### src/rtl/seq_divider_if.sv
// Start/done handshake bundle for the sequential divider.
// Master is the controlling datapath, slave is the divide unit.
interface seq_divider_if #(
  parameter int WIDTH = 8
);
  logic             start;
  logic [WIDTH-1:0] dividend;
  logic [WIDTH-1:0] divisor;
  logic             busy;
  logic             done;
  logic [WIDTH-1:0] quotient;
  logic [WIDTH-1:0] remainder;
  logic             div_by_zero;

  modport master (
    output start,
    output dividend,
    output divisor,
    input  busy,
    input  done,
    input  quotient,
    input  remainder,
    input  div_by_zero
  );

  modport slave (
    input  start,
    input  dividend,
    input  divisor,
    output busy,
    output done,
    output quotient,
    output remainder,
    output div_by_zero
  );
endinterface

### src/rtl/seq_divider.sv
// Unsigned restoring divider, one quotient bit per clock.
// Trial subtract is a full-adder ripple: a + ~b + 1.
module seq_divider #(
  parameter int WIDTH = 8
) (
  input logic         clk,
  input logic         rst_n,
  seq_divider_if.slave bus
);

  localparam int CW = $clog2(WIDTH + 1);

  typedef enum logic [1:0] {
    IDLE,
    CALC,
    DONE
  } state_e;

  state_e state_q, state_d;

  logic [WIDTH-1:0] r_q, r_d;
  logic [WIDTH-1:0] q_q, q_d;
  logic [WIDTH-1:0] d_q, d_d;
  logic [WIDTH-1:0] quo_q, quo_d;
  logic [WIDTH-1:0] rem_q, rem_d;
  logic [CW-1:0]    cnt_q, cnt_d;
  logic             dbz_q, dbz_d;

  logic [WIDTH:0]   sub_a;
  logic [WIDTH:0]   sub_b;
  logic [WIDTH-1:0] sub_t;
  logic [WIDTH+1:0] cy;
  logic             no_borrow;

  always_comb begin
    sub_a = {r_q, q_q[WIDTH-1]};
    sub_b = ~{1'b0, d_q};
    sub_t = '0;
    cy    = '0;
    cy[0] = 1'b1;
    for (int i = 0; i < WIDTH; i++) begin
      sub_t[i] = sub_a[i] ^ sub_b[i] ^ cy[i];
      cy[i+1]  = (sub_a[i] & sub_b[i])
               | (cy[i] & (sub_a[i] ^ sub_b[i]));
    end
    cy[WIDTH+1] = (sub_a[WIDTH] & sub_b[WIDTH])
                | (cy[WIDTH] & (sub_a[WIDTH] ^ sub_b[WIDTH]));
    no_borrow = cy[WIDTH+1];
  end

  always_ff @(posedge clk or negedge rst_n) begin
    if (!rst_n) begin
      state_q <= IDLE;
    end else begin
      state_q <= state_d;
    end
  end

  always_comb begin
    state_d = state_q;
    unique case (state_q)
      IDLE: begin
        if (bus.start) begin
          state_d = (bus.divisor == '0) ? DONE : CALC;
        end
      end
      CALC: begin
        if (cnt_q == CW'(1)) begin
          state_d = DONE;
        end
      end
      DONE:    state_d = IDLE;
      default: state_d = IDLE;
    endcase
  end

  always_comb begin
    r_d   = r_q;
    q_d   = q_q;
    d_d   = d_q;
    quo_d = quo_q;
    rem_d = rem_q;
    cnt_d = cnt_q;
    dbz_d = dbz_q;
    unique case (state_q)
      IDLE: begin
        if (bus.start) begin
          d_d   = bus.divisor;
          q_d   = bus.dividend;
          r_d   = '0;
          cnt_d = CW'(WIDTH);
          dbz_d = (bus.divisor == '0);
          if (bus.divisor == '0) begin
            quo_d = '1;
            rem_d = bus.dividend;
          end
        end
      end
      CALC: begin
        cnt_d = cnt_q - CW'(1);
        // On borrow the shifted partial remainder is kept as-is
        if (no_borrow) begin
          r_d = sub_t;
          q_d = {q_q[WIDTH-2:0], 1'b1};
        end else begin
          r_d = sub_a[WIDTH-1:0];
          q_d = {q_q[WIDTH-2:0], 1'b0};
        end
        if (cnt_q == CW'(1)) begin
          quo_d = q_d;
          rem_d = r_d;
        end
      end
      default: ;
    endcase
  end

  always_ff @(posedge clk or negedge rst_n) begin
    if (!rst_n) begin
      r_q   <= '0;
      q_q   <= '0;
      d_q   <= '0;
      quo_q <= '0;
      rem_q <= '0;
      cnt_q <= '0;
      dbz_q <= 1'b0;
    end else begin
      r_q   <= r_d;
      q_q   <= q_d;
      d_q   <= d_d;
      quo_q <= quo_d;
      rem_q <= rem_d;
      cnt_q <= cnt_d;
      dbz_q <= dbz_d;
    end
  end

  always_comb begin
    bus.busy        = (state_q != IDLE);
    bus.done        = (state_q == DONE);
    bus.quotient    = quo_q;
    bus.remainder   = rem_q;
    bus.div_by_zero = dbz_q;
  end

endmodule

### src/flat_wrapper.sv
// flat-port wrapper written by rule: the top's interface ports become plain ports
module seq_divider_flat 
#(
  parameter int WIDTH = 8
)
  (clk, rst_n, bus_start, bus_dividend, bus_divisor, bus_busy, bus_done, bus_quotient, bus_remainder, bus_div_by_zero);
  seq_divider_if #(.WIDTH(WIDTH)) bus_i ();
  input logic clk;
  input logic rst_n;
  input wire logic [$bits(bus_i.start)-1:0] bus_start;
  input wire logic [$bits(bus_i.dividend)-1:0] bus_dividend;
  input wire logic [$bits(bus_i.divisor)-1:0] bus_divisor;
  output wire logic [$bits(bus_i.busy)-1:0] bus_busy;
  output wire logic [$bits(bus_i.done)-1:0] bus_done;
  output wire logic [$bits(bus_i.quotient)-1:0] bus_quotient;
  output wire logic [$bits(bus_i.remainder)-1:0] bus_remainder;
  output wire logic [$bits(bus_i.div_by_zero)-1:0] bus_div_by_zero;
  assign bus_i.start = bus_start;
  assign bus_i.dividend = bus_dividend;
  assign bus_i.divisor = bus_divisor;
  assign bus_busy = bus_i.busy;
  assign bus_done = bus_i.done;
  assign bus_quotient = bus_i.quotient;
  assign bus_remainder = bus_i.remainder;
  assign bus_div_by_zero = bus_i.div_by_zero;
  seq_divider #(.WIDTH(WIDTH)) u_core (.clk(clk), .rst_n(rst_n), .bus(bus_i));
endmodule
### config.mk
export PLATFORM = sky130hd
export DESIGN_NAME = seq_divider_flat
export DESIGN_NICKNAME = d
export VERILOG_FILES = /design/src/rtl/seq_divider_if.sv /design/src/rtl/seq_divider.sv /design/src/flat_wrapper.sv
export SDC_FILE = /design/constraint.sdc
export NUM_CORES = 1
export LEC_CHECK = 0
export ABC_CLOCK_PERIOD_IN_PS = 6200
export BUFFER_PORTS_ARGS = -buffer_cell sky130_fd_sc_hd__buf_4
export CAP_MARGIN = 20
export CORE_MARGIN = 5
export CORE_UTILIZATION = 31
export CTS_BUF_LIST = sky130_fd_sc_hd__clkbuf_16
export DETAILED_ROUTE_END_ITERATION = 6
export GPL_TIMING_DRIVEN = 0
export RECOVER_POWER = 50
export SLEW_MARGIN = 20
export SYNTH_ARGS = -nofsm -noshare
export SYNTH_HDL_FRONTEND = slang
export SYNTH_SLANG_ARGS = --single-unit
### constraint.sdc
create_clock -name clk -period 6.2 [get_ports clk]
set_input_delay 0.93 -clock clk [delete_from_list [all_inputs] [get_ports clk]]
set_output_delay 0.93 -clock clk [all_outputs]
set_load 0.02 [all_outputs]
; ---- After elaboration in Yosys (flattened, before gate mapping)
; Index checks and enable logic that the tools add are counted.
[op_classes]
mux = 20
n_reduce_logical = 8
bitwise_logic = 44
n_addsub = 1
eq_ne = 6
[ops]
columns = op, n
row1 = 2-to-1 mux 8 bit, 9
row2 = case mux 8 bit (2 select lines), 4
row3 = bitwise AND 1 bit, 17
row4 = XOR 1 bit, 16
row5 = inverter 8 -> 9 bit, 1
row6 = bitwise OR 1 bit, 9
row7 = zero test 8 bit, 1
row8 = case mux 4 bit (2 select lines), 1
row9 = 2-to-1 mux 2 bit, 3
row10 = AND reduction 2 bit, 3
row11 = "== test 4 x 1 -> 1 bit, second input constant", 1
row12 = 2-to-1 mux 4 bit, 1
row13 = "inequality test 2 x 1 -> 1 bit, second input constant", 2
row14 = case mux 2 bit (2 select lines), 1
row15 = AND reduction 4 bit, 1
row16 = nonzero test 2 bit, 2
row17 = "subtractor 4 x 1 -> 4 bit, second input constant", 1
row18 = "== test 2 x 1 -> 1 bit, second input constant", 1
row19 = "== test 2 bit, second input constant", 1
row20 = zero test 2 bit, 1
row21 = "inequality test 2 bit, second input constant", 1
row22 = 2-to-1 mux 1 bit, 1
row23 = inverter 1 bit, 1
[word_totals]
output_inout_bits = 19
inputBits = 19
ff_bits = 47

; ---- Longest topological paths before layout
[depth]
word_depth = 22
depth_mapped = 16
depth_no_buf = 15

; ---- Worst setup path after synthesis
; Ideal clock, no wire load.
[synth_timing]
path_type = flip-flop to flip-flop
from = reg u_core.d_q[0]
to = reg u_core.rem_q[6], in the netlist u_core.bus.remainder[6]
path_buffers = 1
arrival_time_ns = 4.054
required_time_ns = 6.075
path_stages_with_launch = 16
synth_period_minus_slack_ns = 4.179
setup_slack_ns = 2.021
path_cell_list = dfrtp_1 > ha_1 > fa_1 > fa_1 > fa_1 > fa_1 > inv_1 > fa_1 > fa_1 > inv_1 > fa_1 > nand2b_1 > buf_6 > mux2i_1 > o21ai_0 > mux2_4
[synth_via]
elab_chain_len = 22
elab_cells_between_ends = 24
[synth_rtl]
columns = item, line_no
row1 = "start, declared", seq_divider.sv:23  ; logic [WIDTH-1:0] d_q, d_d;
row2 = "start signal, assigned", seq_divider.sv:122  ; d_q <= '0;
row3 = "start signal, assigned", seq_divider.sv:130  ; d_q <= d_d;
row4 = inverter 8 -> 9 bit *, seq_divider.sv:37  ; sub_b = ~{1'b0, d_q};
row5 = bitwise AND 1 bit / XOR 1 bit (equally long branches), "seq_divider.sv:43, seq_divider.sv:44"
row6 = bitwise OR 1 bit *, seq_divider.sv:44  ; | (cy[i] & (sub_a[i] ^ sub_b[i]));
row7 = bitwise AND 1 bit *, seq_divider.sv:44
row8 = bitwise OR 1 bit *, seq_divider.sv:44
row9 = bitwise AND 1 bit *, seq_divider.sv:44
row10 = bitwise OR 1 bit *, seq_divider.sv:44
row11 = bitwise AND 1 bit *, seq_divider.sv:44
row12 = [... 6 more ...], -
row13 = bitwise OR 1 bit, seq_divider.sv:44
row14 = bitwise AND 1 bit, seq_divider.sv:44
row15 = bitwise OR 1 bit, seq_divider.sv:44
row16 = bitwise AND 1 bit, seq_divider.sv:47  ; | (cy[WIDTH] & (sub_a[WIDTH] ^ sub_b[WIDTH]));
row17 = bitwise OR 1 bit, seq_divider.sv:47
row18 = 2-to-1 mux 8 bit *, seq_divider.sv:102  ; if (no_borrow) begin
row19 = 2-to-1 mux 8 bit *, seq_divider.sv:109  ; if (cnt_q == CW'(1)) begin
row20 = case mux 8 bit (2 select lines) *, seq_divider.sv:85  ; unique case (state_q)
row21 = "end signal, assigned", seq_divider.sv:132  ; rem_q <= rem_d;
row22 = "end, declared", seq_divider.sv:25  ; logic [WIDTH-1:0] rem_q, rem_d;
; Every way passes the cells marked *; elsewhere a longest branch is shown, timed or not. The select of a mux whose other input is x is not followed.
; A chain may end at the register's enable or synchronous reset.

; ---- Final worst setup path
[layout_timing]
from = reg u_core.q_q[7]
to = reg u_core.rem_q[6], in the netlist u_core.bus.remainder[6]
[layout_via]
elab_chain_len = 21
elab_cells_between_ends = 23
[layout_rtl]
columns = item, line_no
row1 = "start, declared", seq_divider.sv:22  ; logic [WIDTH-1:0] q_q, q_d;
row2 = "start signal, assigned", seq_divider.sv:129  ; q_q <= q_d;
row3 = bitwise AND 1 bit / XOR 1 bit (equally long branches), "seq_divider.sv:43, seq_divider.sv:44"
row4 = bitwise OR 1 bit *, seq_divider.sv:44
row5 = bitwise AND 1 bit *, seq_divider.sv:44
row6 = bitwise OR 1 bit *, seq_divider.sv:44
row7 = bitwise AND 1 bit *, seq_divider.sv:44
row8 = bitwise OR 1 bit *, seq_divider.sv:44
row9 = bitwise AND 1 bit *, seq_divider.sv:44
row10 = bitwise OR 1 bit *, seq_divider.sv:44
row11 = [... 5 more ...], -
row12 = bitwise OR 1 bit, seq_divider.sv:44
row13 = bitwise AND 1 bit, seq_divider.sv:44
row14 = bitwise OR 1 bit, seq_divider.sv:44
row15 = bitwise AND 1 bit, seq_divider.sv:47
row16 = bitwise OR 1 bit, seq_divider.sv:47
row17 = 2-to-1 mux 8 bit *, seq_divider.sv:102
row18 = 2-to-1 mux 8 bit *, seq_divider.sv:109
row19 = case mux 8 bit (2 select lines) *, seq_divider.sv:85
; Marks and branches as above.

==> flow_summary.ini <==
[run_status]
outcome = finished, violations left
violations = max-capacitance violations, max-slew violations

[synth]
yosysSeqAreaShare = 0.4976
synth_nets = 256
synth_top_area_cell = dfrtp_1
synthCells = 227
syn-cell-area_um2 = 2364
synth_top_cell_area_share = 0.4976
synth.area.top_cells = dfrtp_1 (50%), nand2_1 (6.8%), mux2i_1 (6.8%)
syn_avg_cell_area_um2 = 10.41
synth_cell_type_count = 30
synth_warnings = 0
ys_seq_elements = 47

[placement]
dp_slack_ps = 1653
placed_cell_area_um2 = 2765
place_congestion = 0.7494
hpwl_um = 4018
portBuffers = 37

[global_routing]
overflow = 0
top_usage_layer = met2
grtUsageMet3 = 0.03159
grt_use_total = 0.1205
grt_start_max_net_pins = 48
antenna_found_initial = 0
grt_pass1_wl_um = 9328
grt_pass1_vias = 1878
grt_use_met2 = 0.1874
use_met1 = 0.1652

[power]
p_sw_frac = 0.4126
power.density_nw_per_um2 = 583.8
ir_worst_vdd_v = 0.0001749
internal_power_w = 0.0009941
seq_power_share = 0.324
power_switching_w = 0.0006984
pwr-share-clk = 0.154
combPwrFrac = 0.522
p_leak_nw = 1.350

[sta]
rsz0062_at_grt = no
finClkSkew_ps = 6.197
final-hold-violation-count = 0
relSlewSlack = -0.6746
drv_slew = 48
worst_pin_slew_ps = 2512
fmax_ghz = 0.2220
finalWorstSetupSlack_ps = 1695
fin_crit_sh = 0.7266
setup_viol_count_final = 0
fin_setup_tns_ps = 0
period_minus_slack_ps = 4505

[clocking]
cts_num_sinks = 47
clkLatencyLatePin_ps = 290
h-tree-depth = 2
clk_pin_slew_ps = 70
cts_resized = 0
cts_tree = done
holdBufCountCts = 0
root_buffer = clkbuf_16
clockBufferDepth = 2
cts_setup_buffers = 0
numCtsBuffers = 5

[die]
initial_core_util = 0.3224
die_w_um = 97.32
io_pins = 38
die_h_um = 97.32
num_rows = 31
dieArea_um2 = 9470
core_area_um2 = 7331

[worst_setup_path]
cp.required_ps = 6370
worstPathArrival_ps = 4680
worstSetupPathType = reg2reg
critPathCaptureType = flip-flop
cp_slowest_stage_delay_ps = 510
crit_fanout = 9
critPathSlowestCell = fa_1
critPathMostFrequentCell = fa_1
path_cells = inv_1 > ha_1 > fa_1 > fa_1 > fa_1 > fa_1 > inv_1 > fa_1 > fa_1 > inv_1 > fa_1 > nand2b_1 > buf_6 > mux2i_1 > o21ai_0 > mux2_4
cp-start-kind = flip-flop

[layout]
antenna_cells = 0
drive_gt1_frac = 0.2537
final_area_um2 = 2899
area_growth_pct = 22.66
nFillCells = 763
fin_nets = 300
final_util = 0.3955

[route]
drc_errors = 0
drt_iter0_drc = 73
vias = 1722
ant_nets = 0
drt_wl_total_um = 5348
dr.pass1.iters = 5
viasPerCell = 4.642
routedWlPerCell_um = 14.42

[min_path]
hp-class = reg2reg

[flow_run]
drv_cap = 1
path summary, 6_finish.rpt:
path / slack (ps) / endpoint / startpoint / depth (start not counted)
max: 1700 / u_core.bus.remainder[6]$_DFFE_PN0P_ / u_core.q_q[7]$_DFFE_PN0P_ / 16
min: 470 / u_core.cnt_q[3]$_DFFE_PN0P_ / u_core.cnt_q[3]$_DFFE_PN0P_ / 1
max reg2reg: 1700 / u_core.bus.remainder[6]$_DFFE_PN0P_ / u_core.q_q[7]$_DFFE_PN0P_ / 16
min reg2reg: 470 / u_core.cnt_q[3]$_DFFE_PN0P_ / u_core.cnt_q[3]$_DFFE_PN0P_ / 1
max in group asynchronous: 3360 / u_core.d_q[6]$_DFFE_PN0P_ / rst_n / 1
min in group asynchronous: 1420 / u_core.bus.remainder[2]$_DFFE_PN0P_ / rst_n / 1
cell families after synthesis:
group                      count (synthesis)  share of synthesized area
and+or+nand+nor                           74                     0.1540
AOI/OAI and AO/OA                         38                     0.1138
buffers and inverters                     40                    0.07888
DFF                                       47                     0.4976
muxes                                     18                    0.08046
adders and majority gates                 10                    0.07517
worst max-delay path, delay by kind of cell, from the launching register on:
family	cells	cell delay [ps]
buf+inv	4	360
flops	1	390
compound gates	1	110
fa+ha+maj	8	2910
simple gates	1	130
mux	2	500
area by class of cell:
cell class,instances,area [µm²],area share
Clock inverter,3,15.01,0.005179
Tap cell,99,123.9,0.04273
Clock buffer,5,125.1,0.04316
Timing Repair Buffer,37,274.0,0.09452
Multi-Input combinational cell,140,1001,0.3453
Sequential cell,47,1176,0.4057
Inverter,28,105.1,0.03625
Buffer,12,78.83,0.02719
cells in the mapped netlist:
library cell	count
a211oi_1	3
a211oi_2	3
a21oi_1	7
a31o_2	6
a31oi_1	8
a32o_1	1
buf_12	1
buf_2	7
buf_4	1
buf_6	1
clkbuf_1	2
dfrtp_1	47
fa_1	7
ha_1	3
inv_1	28
mux2_4	2
mux2i_1	16
nand2_1	43
nand2b_1	2
nand3_1	6
nand3_2	1
nor2_1	11
nor3_1	1
nor3b_1	6
nor3b_2	1
nor4_2	2
nor4_4	1
o21ai_0	8
o21ai_1	1
o21ai_4	1
metal layers:
metal  routed length, µm  part of all wire
met5                   0                 0
met4                  82             0.015
met3                 294             0.055
met2                2353              0.44
met1                2617              0.49
through the flow:
| stage | hold slack [ps] | total power (W) | instances |
|---|---|---|---|
| finish | 473.7 | 0.001693 | 371 |
| global route | 501.1 | 0.001848 | 371 |
| CTS | 480.2 | 0.001715 | 371 |
| detailed placement | 468.9 | 0.001449 | 363 |
| global placement | 469.3 | 0.001419 | 363 |
| floorplan | 445.6 | 0.001178 | 227 |
sequential cells by signal, indices dropped and copies added (netlist names):
| register | count |
|---|---|
| u_core.bus.quotient | 8 |
| u_core.bus.remainder | 8 |
| u_core.d_q | 8 |
| u_core.q_q | 8 |
| u_core.r_q | 8 |
| u_core.cnt_q | 4 |
| u_core.state_q | 2 |
| u_core.bus.div_by_zero | 1 |
layout by cell type (no fill, tap or decap):
| master | instances |
|---|---|
| nor2_1 | 11 |
| a211oi_2 | 3 |
| nor3b_1 | 6 |
| a21oi_1 | 7 |
| nand2_1 | 43 |
| nor3_1 | 1 |
| nor4_2 | 2 |
| nor3b_2 | 1 |
| o21ai_0 | 8 |
| nand3_2 | 1 |
| buf_4 | 36 |
| clkbuf_4 | 1 |
| buf_12 | 1 |
| mux2_4 | 2 |
| dfrtp_1 | 47 |
| o21ai_1 | 1 |
| buf_6 | 1 |
| o21ai_4 | 1 |
| buf_2 | 5 |
| clkinv_2 | 3 |
| fa_1 | 7 |
| a31o_2 | 6 |
| a31oi_1 | 8 |
| nor4_4 | 1 |
| a32o_1 | 1 |
| ha_1 | 3 |
| a211oi_1 | 3 |
| clkbuf_1 | 5 |
| mux2i_1 | 16 |
| inv_1 | 28 |
| clkbuf_16 | 5 |
| nand3_1 | 6 |
| nand2b_1 | 2 |
power by group through the flow:
stage	sequential [W]	clock, W	combinational, W
global placement	0.000549	0	0.000870
global route	0.000566	0.000274	0.00101
CTS	0.000549	0.000264	0.000902
floorplan	0.000586	0	0.000591
finish	0.000548	0.000261	0.000884
detailed placement	0.000553	0	0.000896
Power figures use the tool's default switching activity.
